--- config.mk ---
export PLATFORM = sky130hd
export DESIGN_NAME = muldiv_seq_flat
export DESIGN_NICKNAME = d
export VERILOG_FILES = /design/src/rtl/muldiv_pkg.sv /design/src/rtl/muldiv_seq_if.sv /design/src/rtl/muldiv_seq_div_step.sv /design/src/rtl/muldiv_seq.sv /design/src/flat_wrapper.sv
export SDC_FILE = /design/constraint.sdc
export NUM_CORES = 2
export LEC_CHECK = 0
export ABC_CLOCK_PERIOD_IN_PS = 10800
export BUFFER_PORTS_ARGS = -buffer_cell sky130_fd_sc_hd__buf_2
export CAP_MARGIN = 20
export CORE_ASPECT_RATIO = 1.25
export CORE_MARGIN = 4
export CORE_UTILIZATION = 30
export CTS_CLUSTER_DIAMETER = 40
export DETAILED_ROUTE_END_ITERATION = 8
export PLACE_DENSITY = 0.56
export SLEW_MARGIN = 20
export SYNTH_ARGS = -nofsm -noshare
export SYNTH_HDL_FRONTEND = slang
export SYNTH_SLANG_ARGS = --single-unit
--- constraint.sdc ---
create_clock -name clk -period 10.8 [get_ports clk]
set_input_delay 3.24 -clock clk [delete_from_list [all_inputs] [get_ports clk]]
set_output_delay 3.24 -clock clk [all_outputs]
set_load 0.005 [all_outputs]
--- src/rtl/muldiv_pkg.sv ---
// muldiv_pkg: shared definitions for the RV32M multi-cycle sequencer.
//   state_e    - sequencer states (IDLE, MUL, DIV, DONE)
//   F3_*       - funct3 encodings of the M-extension ops
//   XLEN_DEF   - default operand width
//   DIV0_QUOT  - quotient returned for division by zero
//   INT_MIN    - most negative XLEN value (signed-overflow result)
package muldiv_pkg;

  localparam int unsigned XLEN_DEF = 32;

  typedef enum logic [1:0] {
    IDLE = 2'd0,
    MUL  = 2'd1,
    DIV  = 2'd2,
    DONE = 2'd3
  } state_e;

  localparam logic [2:0] F3_MUL    = 3'b000;
  localparam logic [2:0] F3_MULH   = 3'b001;
  localparam logic [2:0] F3_MULHSU = 3'b010;
  localparam logic [2:0] F3_MULHU  = 3'b011;
  localparam logic [2:0] F3_DIV    = 3'b100;
  localparam logic [2:0] F3_DIVU   = 3'b101;
  localparam logic [2:0] F3_REM    = 3'b110;
  localparam logic [2:0] F3_REMU   = 3'b111;

  localparam logic [XLEN_DEF-1:0] DIV0_QUOT = 32'hFFFF_FFFF;
  localparam logic [XLEN_DEF-1:0] INT_MIN   = 32'h8000_0000;

endpackage

--- src/rtl/muldiv_seq_if.sv ---
// muldiv_seq_if: request/response bundle between ex_stage and muldiv_seq.
//   start  - EX holds a valid M op (level, held while stalled)
//   funct3 - M op select
//   a, b   - rs1 / rs2 operands
//   flush  - kill the in-flight op
//   stall  - freeze IF/ID/EX
//   busy   - sequencer not idle
//   done   - one-cycle result-valid pulse
//   result - op result, held until the next done
// Modports: master (pipeline side), slave (sequencer side).
interface muldiv_seq_if #(
  parameter int unsigned XLEN = 32
);
  logic            start;
  logic [2:0]      funct3;
  logic [XLEN-1:0] a;
  logic [XLEN-1:0] b;
  logic            flush;
  logic            stall;
  logic            busy;
  logic            done;
  logic [XLEN-1:0] result;

  modport master (
    output start, funct3, a, b, flush,
    input  stall, busy, done, result
  );

  modport slave (
    input  start, funct3, a, b, flush,
    output stall, busy, done, result
  );
endinterface

--- src/rtl/muldiv_seq_div_step.sv ---
// div_step: one combinational restoring-division iteration.
//   rem      - partial remainder (always < divisor)
//   dvd_msb  - next dividend bit shifted into the remainder
//   divisor  - divisor magnitude
//   next_rem - partial remainder after this step
//   q_bit    - quotient bit produced by this step
module div_step #(
  parameter int unsigned XLEN = 32
) (
  input  logic [XLEN-1:0] rem,
  input  logic            dvd_msb,
  input  logic [XLEN-1:0] divisor,
  output logic [XLEN-1:0] next_rem,
  output logic            q_bit
);
  // The shifted remainder can need XLEN+1 bits; the difference never does,
  // since rem < divisor implies shifted < 2*divisor.
  logic [XLEN:0] shifted;

  always_comb begin
    shifted  = {rem, dvd_msb};
    q_bit    = (shifted >= {1'b0, divisor});
    next_rem = q_bit ? (shifted[XLEN-1:0] - divisor) : shifted[XLEN-1:0];
  end
endmodule

--- src/rtl/muldiv_seq.sv ---
// muldiv_seq: multi-cycle RV32M sequencer (registered multiply, 32-step
// restoring divider) sitting beside the ALU in EX.
//   clk  - clock
//   rst  - asynchronous active-high reset
//   bus  - muldiv_seq_if.slave (start/funct3/a/b/flush in,
//          stall/busy/done/result out)
// Optional build macro MULDIV_FAST_PATH_EN: divide-by-zero and signed
// overflow resolve in IDLE and finish one cycle after acceptance.
module muldiv_seq
  import muldiv_pkg::*;
#(
  parameter int unsigned XLEN      = XLEN_DEF,
  parameter int unsigned DIV_STEPS = XLEN_DEF
) (
  input  logic         clk,
  input  logic         rst,
  muldiv_seq_if.slave  bus
);
  localparam int unsigned CW = (DIV_STEPS > 1) ? $clog2(DIV_STEPS) : 1;

  state_e          state_q, state_d;
  logic [2:0]      f3_q, f3_d;
  logic [XLEN-1:0] a_q, a_d, b_q, b_d;
  logic            a_neg_q, a_neg_d, b_neg_q, b_neg_d;
  logic [XLEN-1:0] dvd_q, dvd_d, dvs_q, dvs_d;
  logic [XLEN-1:0] quot_q, quot_d, rem_q, rem_d;
  logic [CW-1:0]   cnt_q, cnt_d;
  logic            fix_q, fix_d;
  logic [XLEN-1:0] result_q, result_d;

  logic [XLEN-1:0]   step_rem;
  logic              step_q;
  logic [2*XLEN-1:0] ax, bx, prod;
  logic              a_sgn, b_sgn, in_rem, q_neg;
  logic [XLEN-1:0]   quot_fix, rem_fix;

  div_step #(.XLEN(XLEN)) u_div_step (
    .rem      (rem_q),
    .dvd_msb  (dvd_q[XLEN-1]),
    .divisor  (dvs_q),
    .next_rem (step_rem),
    .q_bit    (step_q)
  );

  // Sign flags are zero for unsigned operands, so the extension below
  // covers signed, unsigned and the mixed MULHSU case uniformly.
  assign ax   = {{XLEN{a_neg_q}}, a_q};
  assign bx   = {{XLEN{b_neg_q}}, b_q};
  assign prod = ax * bx;

  always_ff @(posedge clk or posedge rst) begin
    if (rst) begin
      state_q  <= IDLE;
      f3_q     <= '0;
      a_q      <= '0;
      b_q      <= '0;
      a_neg_q  <= 1'b0;
      b_neg_q  <= 1'b0;
      dvd_q    <= '0;
      dvs_q    <= '0;
      quot_q   <= '0;
      rem_q    <= '0;
      cnt_q    <= '0;
      fix_q    <= 1'b0;
      result_q <= '0;
    end else begin
      state_q  <= state_d;
      f3_q     <= f3_d;
      a_q      <= a_d;
      b_q      <= b_d;
      a_neg_q  <= a_neg_d;
      b_neg_q  <= b_neg_d;
      dvd_q    <= dvd_d;
      dvs_q    <= dvs_d;
      quot_q   <= quot_d;
      rem_q    <= rem_d;
      cnt_q    <= cnt_d;
      fix_q    <= fix_d;
      result_q <= result_d;
    end
  end

  always_comb begin
    state_d  = state_q;
    f3_d     = f3_q;
    a_d      = a_q;
    b_d      = b_q;
    a_neg_d  = a_neg_q;
    b_neg_d  = b_neg_q;
    dvd_d    = dvd_q;
    dvs_d    = dvs_q;
    quot_d   = quot_q;
    rem_d    = rem_q;
    cnt_d    = cnt_q;
    fix_d    = fix_q;
    result_d = result_q;
    a_sgn    = 1'b0;
    b_sgn    = 1'b0;
    in_rem   = 1'b0;
    q_neg    = 1'b0;
    quot_fix = '0;
    rem_fix  = '0;

    unique case (state_q)
      IDLE: begin
        if (bus.start && !bus.flush) begin
          a_sgn   = (bus.funct3 == F3_MULH) || (bus.funct3 == F3_MULHSU) ||
                    (bus.funct3 == F3_DIV)  || (bus.funct3 == F3_REM);
          b_sgn   = (bus.funct3 == F3_MULH) ||
                    (bus.funct3 == F3_DIV)  || (bus.funct3 == F3_REM);
          in_rem  = (bus.funct3 == F3_REM) || (bus.funct3 == F3_REMU);
          f3_d    = bus.funct3;
          a_d     = bus.a;
          b_d     = bus.b;
          a_neg_d = a_sgn && bus.a[XLEN-1];
          b_neg_d = b_sgn && bus.b[XLEN-1];
          if (!bus.funct3[2]) begin
            state_d = MUL;
          end else begin
            dvd_d   = (a_sgn && bus.a[XLEN-1]) ? -bus.a : bus.a;
            dvs_d   = (b_sgn && bus.b[XLEN-1]) ? -bus.b : bus.b;
            quot_d  = '0;
            rem_d   = '0;
            cnt_d   = CW'(DIV_STEPS - 1);
            fix_d   = 1'b0;
            state_d = DIV;
`ifdef MULDIV_FAST_PATH_EN
            if (bus.b == '0) begin
              result_d = in_rem ? bus.a : XLEN'(DIV0_QUOT);
              state_d  = DONE;
            end else if (a_sgn && (bus.a == XLEN'(INT_MIN)) && (bus.b == '1)) begin
              result_d = in_rem ? '0 : XLEN'(INT_MIN);
              state_d  = DONE;
            end
`endif
          end
        end
      end

      MUL: begin
        result_d = (f3_q == F3_MUL) ? prod[XLEN-1:0] : prod[2*XLEN-1:XLEN];
        state_d  = DONE;
      end

      // DIV_STEPS shift/subtract cycles, then one extra DIV cycle (fix_q)
      // applies the sign fixup so the result is registered from settled
      // quotient/remainder values.
      DIV: begin
        if (!fix_q) begin
          dvd_d  = dvd_q << 1;
          rem_d  = step_rem;
          quot_d = {quot_q[XLEN-2:0], step_q};
          cnt_d  = cnt_q - 1'b1;
          if (cnt_q == '0) fix_d = 1'b1;
        end else begin
          in_rem   = (f3_q == F3_REM) || (f3_q == F3_REMU);
          q_neg    = a_neg_q ^ b_neg_q;
          quot_fix = q_neg ? -quot_q : quot_q;
          rem_fix  = a_neg_q ? -rem_q : rem_q;
          // Divide-by-zero: raw quotient is all ones, but a negative
          // dividend would otherwise flip it.
          if (b_q == '0) quot_fix = XLEN'(DIV0_QUOT);
          result_d = in_rem ? rem_fix : quot_fix;
          state_d  = DONE;
        end
      end

      DONE: begin
        state_d = IDLE;
      end

      default: begin
        state_d = IDLE;
      end
    endcase

    // Flush wins over everything: abandon the op and keep the old result.
    if (bus.flush) begin
      state_d  = IDLE;
      result_d = result_q;
    end
  end

  assign bus.busy   = (state_q != IDLE);
  assign bus.done   = (state_q == DONE) && !bus.flush;
  assign bus.stall  = ((state_q == IDLE) && bus.start && !bus.flush) ||
                      (state_q == MUL) || (state_q == DIV);
  assign bus.result = result_q;

endmodule

--- src/flat_wrapper.sv ---
// flat-port wrapper written by rule: the top's interface ports become plain ports
module muldiv_seq_flat import muldiv_pkg::*;
#(
  parameter int unsigned XLEN      = XLEN_DEF,
  parameter int unsigned DIV_STEPS = XLEN_DEF
)
  (clk, rst, bus_start, bus_funct3, bus_a, bus_b, bus_flush, bus_stall, bus_busy, bus_done, bus_result);
  muldiv_seq_if #(.XLEN(XLEN)) bus_i ();
  input  logic clk;
  input  logic rst;
  input wire logic [$bits(bus_i.start)-1:0] bus_start;
  input wire logic [$bits(bus_i.funct3)-1:0] bus_funct3;
  input wire logic [$bits(bus_i.a)-1:0] bus_a;
  input wire logic [$bits(bus_i.b)-1:0] bus_b;
  input wire logic [$bits(bus_i.flush)-1:0] bus_flush;
  output wire logic [$bits(bus_i.stall)-1:0] bus_stall;
  output wire logic [$bits(bus_i.busy)-1:0] bus_busy;
  output wire logic [$bits(bus_i.done)-1:0] bus_done;
  output wire logic [$bits(bus_i.result)-1:0] bus_result;
  assign bus_i.start = bus_start;
  assign bus_i.funct3 = bus_funct3;
  assign bus_i.a = bus_a;
  assign bus_i.b = bus_b;
  assign bus_i.flush = bus_flush;
  assign bus_stall = bus_i.stall;
  assign bus_busy = bus_i.busy;
  assign bus_done = bus_i.done;
  assign bus_result = bus_i.result;
  muldiv_seq #(.XLEN(XLEN), .DIV_STEPS(DIV_STEPS)) u_core (.clk(clk), .rst(rst), .bus(bus_i));
endmodule
# Yosys cells after proc, flatten, opt, wreduce, memory -nomap -nowiden
# Cells that the tools add are included.
# totals
in_bits	71
latch_bits	0
ramBits	0
out_inout_bits	35
memories	0
elab_cells	100
ff_bits	237
romBits	0
# op_classes
n_shift	0
muxes	34
reduce_logical	28
div	0
eq_ne	15
n_addsub	6
multipliers	1
n_lt_le_gt_ge	1
n_bitwise	2
# ops
operator	n
32-bit two-way mux	16
32-bit one-hot mux with 2 select lines	4
32-bit negator	4
33-bit by 33-bit multiplier with 64-bit output	1
33-bit by 32-bit greater-or-equal comparator with 1-bit output	1
32-bit logical NOT	1
32-bit subtractor	1
5-bit two-way mux	3
3-bit == test (second input constant)	4
5-bit one-hot mux with 2 select lines	1
3-bit AND reduction	3
1-bit logical OR	8
2-bit two-way mux	4
2-bit one-hot mux with 4 select lines	1
1-bit logical AND	6
3-bit by 2-bit != test with 1-bit output (second input constant)	2
2-bit nonzero test	3
5-bit logical NOT	1
5-bit by 1-bit subtractor with 5-bit output (second input constant)	1
2-bit == test (second input constant)	2
1-bit two-way mux	4
2-bit by 1-bit != test with 1-bit output (second input constant)	2
2-bit != test (second input constant)	2
2-bit AND reduction	2
other kinds (10)	10

# Logic depth before layout (Yosys ltp)
# logic_depth
depth_word	9
mapped_depth	31
ltp_nobuf	27

# Hierarchy
# A second synthesis with hierarchy kept.
# unflattened
hier_cells	5889
area_unflattened_um2	53030.9
# modules_own_cells
mod	seq_area_each_um2	n_inst	cells_per_inst	area_each_um2
muldiv_seq	5930.7	1	5566	50699.9
div_step	0.0	1	323	2331.0

# Worst setup path before layout
# No wires, ideal clock.
# synth_path
path_type	register to register
startpoint	reg u_core.a_neg_q
endpoint	reg u_core.result_q[31] (netlist: u_core.bus.result[31])
t_arrival_ps	8481
n_path_buf	4
path_slack_ps	2209
path_stages_with_launch	28
period_less_slack_ps	8591
setup_time_ps	110
required_time_ps	10690
cell_sequence	dfrtp_1 -> clkbuf_1 -> clkbuf_1 -> clkbuf_1 -> nand2_1 -> inv_1 -> fa_1 -> fa_1 -> fa_1 -> fa_1 -> inv_1 -> fa_1 -> inv_1 -> fa_1 -> fa_1 -> inv_1 -> fa_1 -> inv_1 -> ha_1 -> clkbuf_1 -> nand2_1 -> nor4_1 -> and4_1 -> o21ai_0 -> a31oi_1 -> o22ai_1 -> o311a_1 -> o41ai_1
# synth_between
elab_chain_len	6
elab_cells_between_ends	9
classes_between	mul (1); mux (7); bitwise (1)
# synth_lines
item	line	source
start: declaration	muldiv_seq.sv:24	logic a_neg_q, a_neg_d, b_neg_q, b_neg_d;
start signal: assignment	muldiv_seq.sv:71	a_neg_q <= a_neg_d;
parallel branches: the longest is 5 deep, another holds 33-bit by 33-bit multiplier with 64-bit output	-	
32-bit one-hot mux with 2 select lines *	muldiv_seq.sv:104	unique case (state_q)
end signal: assignment	muldiv_seq.sv:79	result_q <= result_d;
end: declaration	muldiv_seq.sv:29	logic [XLEN-1:0] result_q, result_d;
# Mark *: on every way between the ends. The select of a mux whose other input is x is not followed.
# A chain may end at the register's enable or synchronous reset.

# Worst setup path in the final report
# layout_path
startpoint	reg u_core.b_q[9]
endpoint	reg u_core.result_q[31] (netlist: u_core.bus.result[31])
# layout_between
elab_chain_len	5
elab_cells_between_ends	7
classes_between	mul (1); mux (5); reduce/logical (1)
# layout_lines
item	line	source
start: declaration	muldiv_seq.sv:23	logic [XLEN-1:0] a_q, a_d, b_q, b_d;
start signal: assignment	muldiv_seq.sv:56	b_q <= '0;
start signal: assignment	muldiv_seq.sv:70	b_q <= b_d;
parallel branches: the longest is 4 deep, another holds 33-bit by 33-bit multiplier with 64-bit output	-	
32-bit one-hot mux with 2 select lines *	muldiv_seq.sv:104	
# Marks and branches as above.

==> flow_metrics.py <==
metrics = {
    "status": {
        "run_status": "complete, no violations",
    },
    "timing": {
        "fmax_ghz": 0.108,
        "slew_headroom": 0.277,
        "clock-skew-final_ns": 0.0276,
        "slew_viol_final": 0,
        "grt_setup_unrepaired": "false",
        "total_negative_slack_for_setup_checks_ns": 0,
        "fin_crit_ns": 9.27,
        "period_share": 0.858,
        "finalHoldViolations": 0,
        "worst-slew-pin-transition_ns": 1.08,
        "setup-violations-final": 0,
    },
    "critical_path": {
        "end_kind": "flop",
        "crit_fanout": 22,
        "critPathRequiredTime_ns": 11.25,
        "cp_data_arrival_time_ns": 9.72,
        "criticalPathCategory": "flop to flop",
        "start_kind": "flop",
    },
    "synth": {
        "synthCells": 5941,
        "ys_flop_type": "dfrtp_1",
        "synthMuxAreaShare": 0.00552,
        "synth.net_count": 7392,
        "synthesis.yosys.warnings": 0,
        "postSynthRegisterBits": 237,
        "synth.yosys.seq_area_share": 0.112,
        "postSynthAreaPerCell_um2": 8.93,
        "synth-edff-count": 0,
        "synthArstFlopShare": 1.00,
        "post_synth_instance_area_mm2": 0.0531,
        "simple_gate_area_share_of_the_yosys_netlist": 0.172,
        "netlist-cell-type-count": 78,
        "synth-adder-area-share": 0.485,
        "synth_top_family_by_area": "adder cells",
        "synth_compound_gate_area_share": 0.0852,
        "synth_xor_xnor_area_share": 0.0340,
    },
    "floorplanning": {
        "die_height_um": 478,
        "core_mm2": 0.176,
        "floorplan.rows": 172,
        "die_area_mm2": 0.184,
        "initial_utilization": 0.302,
        "pin_count": 106,
        "die_x_um": 384,
    },
    "route": {
        "met2_wirelength_mm": 84.4,
        "detailroute.via_count": 40670,
        "finalWirelength_mm": 162,
        "route.met3.wl_mm": 7.03,
        "drtAntennaViolNets": 0,
        "post_drt_via_cell_ratio": 4.95,
        "wl_met1_mm": 61.8,
        "drc": 0,
        "wire_per_inst_um": 19.7,
        "highest_layer": "met4",
        "number_of_iterations_in_the_first_detailed_routing_pass": 5,
        "drt-initial-drc-count": 2337,
    },
    "global_routing": {
        "gr-total-overflow": 0,
        "track_usage": 0.179,
        "initial_antenna_violation_count": 1,
        "wire_length_of_the_first_global_routing_pass_mm": 257,
        "grt_start_max_net_pins": 144,
        "grt_pass1_vias": 44522,
    },
    "final_layout": {
        "drive_gt1_frac": 0.0525,
        "final_common_cell": "inv_1",
        "syn_to_final_growth_pct": 8.10,
        "num-nets-final": 7283,
        "finalCoreUtilization": 0.326,
        "mostFrequentLayoutCells": "1,166 x inv_1, 1,126 x fa_1, 915 x nand2_1, 540 x and2_1, 253 x ha_1",
    },
    "clock_network": {
        "cts_root_buf": "clkbuf_16",
        "postCtsResizedCells": 0,
        "cts_buffers": 40,
        "cts_tree": "yes",
        "clk_pin_slew_ns": 0.06,
        "clock_tree.htree_level_count": 2,
        "clock_latency_ns": 0.57,
        "cts_buffer_depth": 3,
        "cts_num_sinks": 237,
        "cts_setup_buffers": 0,
        "cts_hold_buffers_added": 0,
    },
    "place": {
        "place_congestion": 0.907,
        "place.port_buffers": 105,
        "dp_hpwl_mm": 130,
    },
    "job": {
        "cap_violations": 0,
    },
    "hold_path": {
        "hold_path.class": "flop to flop",
    },
}
## flip-flops by register name, indices dropped and copies added (netlist names), 3 cells and up
name               flops
u_core.a_q            32
u_core.b_q            32
u_core.bus.result     32
u_core.cnt_q           5
u_core.dvd_q          32
u_core.dvs_q          32
u_core.f3_q            3
u_core.quot_q         32
u_core.rem_q          32
## kinds of logic after synthesis
logic type / after synthesis
AO/OA/AOI/OAI: 709
multiplexers: 29
XOR/XNOR: 206
flip-flops: 237
adder cells (fa/ha/maj): 1380
buffers and inverters: 1511
AND/OR/NAND/NOR: 1869
## worst paths after layout
kind,from,end,slack (ns),cells past startpoint
max reg2reg,u_core.b_q[9],u_core.bus.result[31],1.53,26
min reg2reg,u_core.dvd_q[30],u_core.dvd_q[30],0.47,2
min,u_core.dvd_q[30],u_core.dvd_q[30],0.47,2
max in group asynchronous,rst,u_core.a_neg_q,6.51,3
min in group asynchronous,rst,u_core.quot_q[14],2.78,2
max,u_core.b_q[9],u_core.bus.result[31],1.53,26
## cell type report
cell class	instances	area, µm²
antenna	2	5.00
clock buffer	48	1110
clock inverter	26	295
fill	18414	118000
inverter	1167	4390
multi-input combinational	4193	41500
sequential	237	5940
tap	2349	2940
timing repair buffer	193	1200
## per-stage QoR
step / instances / hold slack, ns / setup slack, ns / cell area (µm²)
global placement: 8139 / 0.455 / 1.84 / 55900
floorplan: 5941 / 0.442 / 1.06 / 53100
CTS: 8213 / 0.476 / 1.60 / 57400
global route: 8214 / 0.502 / 1.08 / 57400
detailed placement: 8139 / 0.462 / 1.65 / 55900
finish: 8215 / 0.473 / 1.53 / 57400
## routing by layer
| layer | up-vias | global-route usage |
|---|---|---|
| li1 | 17875 | - |
| met1 | 21201 | 0.212 |
| met2 | 1211 | 0.327 |
| met3 | 383 | 0.0163 |
| met4 | 0 | 0.0781 |
| met5 | - | 0 |
## synthesized netlist by cell type (18+ instances only)
cell type  number  area (µm²)
nor4_1         29         181
a31oi_1        29         181
and2_1        540        3380
clkbuf_1      331        1240
dfrtp_1       237        5930
o21ai_0       192         961
nand4_1        23         144
xor2_1         98         858
nand3_1        47         235
xnor2_1       108         946
nor2b_1        37         231
mux2i_1        27         270
a221oi_1       18         158
inv_1        1167        4380
nor3_1         45         225
a21oi_1       189         946
o31ai_1        39         293
nand2b_1       20         125
or3_1          19         119
a22o_1         28         245
fa_1         1126       22500
nor2_1        120         450
ha_1          254        3180
a21o_1         40         300
nand2_1       917        3440
## critical path: stages (launching register included)
cell and delay (ns):
dfrtp_1 0.78, nand2_1 0.28, inv_1 0.12, fa_1 0.69, inv_1 0.15, fa_1 0.43, inv_1 0.08, fa_1 0.44
fa_1 0.70, inv_1 0.35, fa_1 0.59, inv_1 0.06, fa_1 0.49, fa_1 0.49, inv_1 0.05, fa_1 0.47
inv_1 0.04, ha_1 0.42, nand2_1 0.14, o21ai_0 0.27, a211oi_1 0.13, o31ai_1 0.44, a21oi_1 0.16, a31oi_1 0.45
o22ai_1 0.21, o311a_1 0.40, o41ai_1 0.31
Power is not shown: default switching activity piles up to over one toggle a cycle in this logic, so the estimate is an artifact.
